==> config.mk <==
export PLATFORM = sky130hd
export DESIGN_NAME = msu_axis_unpack
export DESIGN_NICKNAME = d
export VERILOG_FILES = /design/src/rtl/msu_axis_unpack.sv
export SDC_FILE = /design/constraint.sdc
export NUM_CORES = 2
export LEC_CHECK = 0
export ABC_AREA = 1
export CORE_AREA = 3 3 467 469
export CTS_CLUSTER_SIZE = 8
export DETAILED_ROUTE_END_ITERATION = 16
export DIE_AREA = 0 0 470 472
export GPL_ROUTABILITY_DRIVEN = 0
export PLACE_DENSITY = 0.53
export SYNTH_ARGS = -nofsm -noshare
export SYNTH_HDL_FRONTEND = slang
export SYNTH_SLANG_ARGS = --single-unit
==> constraint.sdc <==
create_clock -name clk -period 2.2 [get_ports clk]
set_clock_uncertainty 0.15 [all_clocks]
set_input_delay 0.22 -clock clk [delete_from_list [all_inputs] [get_ports clk]]
set_output_delay 0.22 -clock clk [all_outputs]
set_load 0.01 [all_outputs]
==> src/rtl/msu_axis_unpack.sv <==
// Host-side deframer: collects a little-endian AXI-stream job descriptor
// {init_value, end_cnt, start_cnt} and presents it on a valid/ready job port.
module msu_axis_unpack #(
    parameter int unsigned AXI_LEN  = 32,
    parameter int unsigned T_LEN    = 64,
    parameter int unsigned DAT_BITS = 1024
) (
    input  logic                  clk,
    input  logic                  reset_n,

    input  logic                  s_axis_tvalid,
    output logic                  s_axis_tready,
    input  logic [AXI_LEN-1:0]    s_axis_tdata,
    input  logic [AXI_LEN/8-1:0]  s_axis_tkeep,
    input  logic                  s_axis_tlast,

    output logic                  job_valid,
    input  logic                  job_ready,
    output logic [T_LEN-1:0]      start_cnt,
    output logic [T_LEN-1:0]      end_cnt,
    output logic [DAT_BITS-1:0]   init_value,
    output logic                  err_short,
    output logic                  err_long
);

    localparam int unsigned PAY_BITS  = 2 * T_LEN + DAT_BITS;
    localparam int unsigned NUM_WORDS = (PAY_BITS + AXI_LEN - 1) / AXI_LEN;
    localparam int unsigned KEEP_W    = AXI_LEN / 8;
    localparam int unsigned IDX_W     = (NUM_WORDS > 1) ? $clog2(NUM_WORDS) : 1;
    localparam logic [IDX_W-1:0] LAST_IDX = IDX_W'(NUM_WORDS - 1);

    typedef enum logic [1:0] {
        COLLECT = 2'd0,
        DRAIN   = 2'd1,
        HOLD    = 2'd2
    } state_t;

    state_t                r_state;
    state_t                w_state_nxt;
    logic [IDX_W-1:0]      r_word_idx;
    logic [PAY_BITS-1:0]   r_shadow;
    logic                  r_err_short;
    logic                  r_err_long;
    logic                  r_tready;
    logic                  r_job_valid;

    logic                  w_xfer;
    logic                  w_last_word;
    logic                  w_wr_en;
    logic                  w_set_short;
    logic                  w_set_long;
    logic                  w_release;
    logic                  w_tready_nxt;
    logic                  w_valid_nxt;
    logic [AXI_LEN-1:0]    w_wdata;
    logic [PAY_BITS-1:0]   w_shadow_nxt;

    assign w_xfer      = s_axis_tvalid && r_tready;
    assign w_last_word = (r_word_idx == LAST_IDX);

    // State register
    always_ff @(posedge clk or negedge reset_n) begin
        if (!reset_n) begin
            r_state <= COLLECT;
        end else begin
            r_state <= w_state_nxt;
        end
    end

    // Next-state logic
    always_comb begin
        w_state_nxt = r_state;
        case (r_state)
            COLLECT: begin
                if (w_xfer) begin
                    if (w_last_word) begin
                        w_state_nxt = s_axis_tlast ? HOLD : DRAIN;
                    end else if (s_axis_tlast) begin
                        w_state_nxt = HOLD;
                    end
                end
            end
            DRAIN: begin
                if (w_xfer && s_axis_tlast) begin
                    w_state_nxt = HOLD;
                end
            end
            HOLD: begin
                if (r_job_valid && job_ready) begin
                    w_state_nxt = COLLECT;
                end
            end
            default: w_state_nxt = COLLECT;
        endcase
    end

    // Output / control decode; tready and job_valid follow the next state
    always_comb begin
        w_wr_en      = 1'b0;
        w_set_short  = 1'b0;
        w_set_long   = 1'b0;
        w_release    = 1'b0;
        w_tready_nxt = 1'b0;
        w_valid_nxt  = 1'b0;

        w_wr_en      = (r_state == COLLECT) && w_xfer;
        w_set_short  = w_wr_en && s_axis_tlast && !w_last_word;
        w_set_long   = w_wr_en && w_last_word && !s_axis_tlast;
        w_release    = (r_state == HOLD) && r_job_valid && job_ready;
        w_tready_nxt = (w_state_nxt != HOLD);
        w_valid_nxt  = (w_state_nxt == HOLD);
    end

    // Byte-enable masking of the incoming word
    always_comb begin
        w_wdata = '0;
        for (int b = 0; b < KEEP_W; b++) begin
            w_wdata[b*8 +: 8] = s_axis_tkeep[b] ? s_axis_tdata[b*8 +: 8] : 8'h00;
        end
    end

    // Merge the word into slice word_idx; bits beyond PAY_BITS fall away
    always_comb begin
        w_shadow_nxt = r_shadow;
        for (int b = 0; b < PAY_BITS; b++) begin
            if ((32'(b) / AXI_LEN) == 32'(r_word_idx)) begin
                w_shadow_nxt[b] = w_wdata[32'(b) % AXI_LEN];
            end
        end
    end

    always_ff @(posedge clk or negedge reset_n) begin
        if (!reset_n) begin
            r_word_idx  <= '0;
            r_shadow    <= '0;
            r_err_short <= 1'b0;
            r_err_long  <= 1'b0;
            r_tready    <= 1'b0;
            r_job_valid <= 1'b0;
        end else begin
            r_tready    <= w_tready_nxt;
            r_job_valid <= w_valid_nxt;
            if (w_release) begin
                r_word_idx  <= '0;
                r_shadow    <= '0;
                r_err_short <= 1'b0;
                r_err_long  <= 1'b0;
            end else begin
                if (w_wr_en) begin
                    r_shadow <= w_shadow_nxt;
                    if (!w_last_word) begin
                        r_word_idx <= r_word_idx + IDX_W'(1);
                    end
                end
                if (w_set_short) begin
                    r_err_short <= 1'b1;
                end
                if (w_set_long) begin
                    r_err_long <= 1'b1;
                end
            end
        end
    end

    assign s_axis_tready = r_tready;
    assign job_valid     = r_job_valid;
    assign start_cnt     = r_shadow[T_LEN-1:0];
    assign end_cnt       = r_shadow[2*T_LEN-1:T_LEN];
    assign init_value    = r_shadow[PAY_BITS-1:2*T_LEN];
    assign err_short     = r_err_short;
    assign err_long      = r_err_long;

endmodule

-- Yosys cells after proc, flatten, opt, wreduce, memory -nomap -nowiden
Index checks and enable logic that the tools add are counted.
- register bits after elaboration: 1164
- word-level logic and storage cells: 1346
- add/subtract/negate cells: 1
- equality and inequality tests: 41
- multiplexer cells: 1172
- reductions and logical operators: 90
- operators with widths (operator ; count):
    $mux W1152 ; 2
    $mux W1 ; 1156
    $eq A5 B6 Y1 const A ; 16
    $reduce_bool A2 Y1 ; 39
    $reduce_and A2 Y1 ; 37
    $eq A4 B6 Y1 const A ; 8
    $mux W8 ; 4
    $eq A3 B6 Y1 const A ; 4
    $eq A6 B6 Y1 const A ; 4
    $mux W6 ; 3
    $eq A2 B6 Y1 const A ; 2
    $mux W2 ; 6
    $logic_and A1 B1 Y1 ; 10
    $add A6 B1 Y6 const B ; 1
    $eq A1 B6 Y1 const A ; 1
    $eq A6 B6 Y1 const B ; 1
    $logic_not A6 Y1 ; 1
    $pmux W2 S3 ; 1
    $eq A2 B2 Y1 const B ; 2
    $eq A2 B1 Y1 const B ; 1
    $logic_not A1 Y1 ; 2
    $logic_not A2 Y1 ; 1
    $ne A2 B1 Y1 const B ; 1
    $ne A2 B2 Y1 const B ; 1

-- Longest topological paths before layout
- word-level depth: 6
- gate-level depth with buffers: 11
- gate-level depth less buffers: 8

-- Worst setup path before layout
Ideal clock, no wire load.
- kind: flip-flop to flip-flop
- start: register r_word_idx[0]
- end: register r_shadow[626]
- library setup time: 0.066 ns
- arrival time: 1.632 ns
- required time: 1.984 ns
- path slack: 0.352 ns
- cell stages (with the launch flop): 10
- path buffers: 3
- period minus slack after synthesis: 1.848 ns
- cells stage by stage: dfrtp_1 ha_1 clkbuf_1 nand2_1 nor2_1 nand2_1 buf_2 clkbuf_1 nand3_1 nand2_1
- cells in the longest elaborated chain, start to end: 3
- RTL lines (what ; line ; RTL):
    start: declaration ; 40 ; logic [IDX_W-1:0] r_word_idx;
    start signal: assignment ; 152 ; r_word_idx <= r_word_idx + IDX_W'(1);
    $eq A5 B6 Y1 ; 126 ; if ((32'(b) / AXI_LEN) == 32'(r_word_idx)) begin
    $reduce_bool A2 Y1 (no source line) ; - ;
    $reduce_and A2 Y1 (no source line) ; - ;
    end signal: assignment ; 150 ; r_shadow <= w_shadow_nxt;
    end: declaration ; 41 ; logic [PAY_BITS-1:0] r_shadow;
Every way passes these cells.
A chain may end at the register's enable or synchronous reset.

-- Final worst setup path
- start: register r_shadow[397]
- end: output init_value[269]
- RTL lines (what ; line ; RTL):
    end: declaration ; 21 ; output logic [DAT_BITS-1:0] init_value,
No word-level cell between the ends.

==> results.cfg <==
[timing]
worstMarginPinSlew_ns = 0.619
fmax_ghz = 0.469
setup_viol = 0
hold_ws_ns = 0.0919
hold_viol = 0
relSlewSlack = 0.587
min_period_ns = 2.13
rsz0062_at_grt = yes
finalCritPeriodShare = 0.969
drv_slew = 0

[setup_path]
path_max_fanout = 2
worstSetupStartpointType = flip-flop
path_buf_inv = 1
max_stage_delay_ns = 0.63
critical-path-slowest-cell = clkdlybuf4s50_1
reg2reg_depth = 12
endpoint_kind = output pin
r2r-start = r_state[0]
crit_chain = clkdlybuf4s50_1
rrSetupSlack_ns = 0.08
crit_type = flip-flop to output pin
critPathArrivalTime_ns = 1.76
crit_required_ns = 1.83
reg2reg_to = r_shadow[560]
cp_top_family = buffers and inverters

[logic_synthesis]
ys_top_cells_by_area = dfrtp_1 63%, nand2_1 16%, nand3_1 11%
synth.most_common_cell = nand2_1
netlist_instances = 5062
ys_async_sr_fraction = 1.00
syn_area_mm2 = 0.0459
ys_seq_area_frac = 0.635
ys.flop_type = dfrtp_1
synth_top_area_share = 0.635
synth_cell_types = 24
synthesis.nets = 5107
synth_common_cells = 1963 x nand2_1, 1164 x dfrtp_1, 1009 x nand3_1
yosys_warnings = 0
synth_area_per_cell_um2 = 9.06
synth_area_leader_cell = dfrtp_1
ys_ff_latch = 1164
synth_edf_count = 0

[worst_hold_path]
worstHoldStart = s_axis_tdata[3]
holdPathEnd = r_shadow[675]
holdPathStages = 6
hold_class = input port to flip-flop

[floorplan]
core_area_mm2 = 0.214
row_count = 170
io_pins = 1197
start_util = 0.214
die_x_um = 470
die_h_um = 472
die_area_mm2 = 0.222

[run_status]
status = finished, final reports clean

[global_routing]
grt_usage = 0.216
use_met2 = 0.352
grt_overflow = 0
antenna_found_initial = 15
grt_pass1_vias = 43000
grt_pass1_wl_um = 343000
grt_use_met1 = 0.261
met3_usage = 0.0691
grt_max_degree = 102
grt_busiest_layer = met2

[clock_tree]
clkTransAtPathRegs_ns = 0.05
numClockSinks = 1164
cts_root_buf = clkbuf_16
insertion_delay_ns = 0.84
cts_tree = yes
cts_buffer_depth = 3
cts_buffers = 166
cts_htree_levels = 4

[route]
drt-vias-per-instance = 4.61
drt_iter0_drc = 3854
avgRoutedWirePerCell_um = 26.4
drt_drc_violations_left = 0
vias = 43300
wirelength_um = 248000
drt.antenna.violating_nets = 0
dr.pass1.iters = 6

[final_layout]
nets = 6546
area_delta_synth_final_pct = 54.3
fin_cells = 9375
drive_above_1_share = 0.119
utilization = 0.330

[placed_design]
port_buffers = 1196
dp_hpwl_um = 179000
placed_cells = 9129

[power_and_ir_drop]
p_per_area_mw_per_mm2 = 1120
power.leakage_nw = 37.5
peakVddDrop_mv = 0.839
total_power_mw = 79.1

[job]
maxCapViolCount = 0
[worst min-delay path, cell delays in order]
cell	delay [ns]
clkdlybuf4s50_1	0.40
nand2_1	0.11
nor2_4	0.05
buf_12	0.13
nand2_1	0.06
nand2_1	0.04
[state kept, by name, summed over array words and instances (netlist names)]
signal / count
job_valid: 1
r_shadow: 1152
err_long: 1
r_word_idx: 6
err_short: 1
r_state: 2
s_axis_tready: 1
[stage by stage]
stage / setup TNS (ns) / instance area, um^2 / worst slack [ns]
2_1_floorplan: 0 / 45900 / 0.352
5_1_grt: -0.0410 / 70800 / -0.0171
3_5_place_dp: -237.57 / 66000 / -0.520
4_1_cts: 0 / 70300 / 0.0000834
6_report: 0 / 70800 / 0.0685
3_3_place_gp: -288.94 / 66000 / -0.523
[what timing repair did]
action                     4_1_cts  5_1_grt
gates resized for setup        634       69
hold endpoints to repair      1176        0
setup endpoints to repair     1587      691
hold buffers                     8        0
setup buffers                   20        6
cloned                           1        7
pin swaps                        6        5
[metal layers]
metal / routed length [um] / share of wire
met1: 98200 / 0.40
met2: 116000 / 0.47
met3: 22700 / 0.092
met4: 10600 / 0.043
met5: 59 / 0.00024
[cell type report]
cell class / instances / area, um^2
fill: 22200 / 144000
sequential: 1164 / 29100
timing repair buffer: 1686 / 18100
multi-input combinational: 3393 / 14900
clock buffer: 172 / 4210
tap: 2838 / 3550
clock inverter: 21 / 495
inverter: 90 / 354
antenna: 11 / 27.5
[cells in the final DEF (no fill, tap or decap), drive strengths merged]
| cell | synthesis | final |
|---|---|---|
| nand4 | 1 | 1 |
| buf | 269 | 475 |
| nand2 | 1967 | 1967 |
| clkbuf | 146 | 179 |
| inv | 89 | 90 |
| diode | 0 | 11 |
| nor2 | 79 | 79 |
| a21oi | 3 | 3 |
| dlymetal6s2s | 0 | 34 |
| o22ai | 2 | 2 |
| bufbuf | 0 | 1 |
| clkdlybuf4s15 | 0 | 2 |
| ha | 4 | 4 |
| nor3 | 2 | 2 |
| o21ai | 325 | 325 |
| clkdlybuf4s50 | 0 | 545 |
| dfrtp | 1164 | 1164 |
| nand3 | 1009 | 1009 |
| dlygate4sd2 | 0 | 614 |
| xor2 | 1 | 1 |
| bufinv | 0 | 1 |
| clkinv | 1 | 20 |
| dlygate4sd3 | 0 | 8 |
[logic make-up (layout without fill, tap and decap cells)]
| family | count (synthesis) | count (layout) | synth area share |
|---|---|---|---|
| buffers and inverters | 505 | 1969 | 0.0486 |
| AND/OR/NAND/NOR | 3058 | 3058 | 0.279 |
| other | 0 | 11 | 0 |
| AO/OA/AOI/OAI | 330 | 330 | 0.0360 |
| adder cells (fa/ha/maj) | 4 | 4 | 0.00109 |
| flip-flops | 1164 | 1164 | 0.635 |
| XOR/XNOR | 1 | 1 | 0.000191 |
[worst max path at each step]
stage                                  to            start  depth (start not counted)
after global routing        r_shadow[399]    r_word_idx[0]                         10
after CTS                 init_value[396]    r_shadow[524]                          1
final                     init_value[269]    r_shadow[397]                          1
after floorplan             r_shadow[626]    r_word_idx[0]                          9
after global placement      r_shadow[633]  s_axis_tkeep[3]                          6
after detailed placement    r_shadow[633]  s_axis_tkeep[3]                          6
[power breakdown]
part	internal (mW)	leakage (nW)	switching, mW
clock	13.7	2.27	10.1
combinational	11.2	19.4	14.8
sequential	26.2	15.8	3.07
Power figures use the tool's default switching activity.
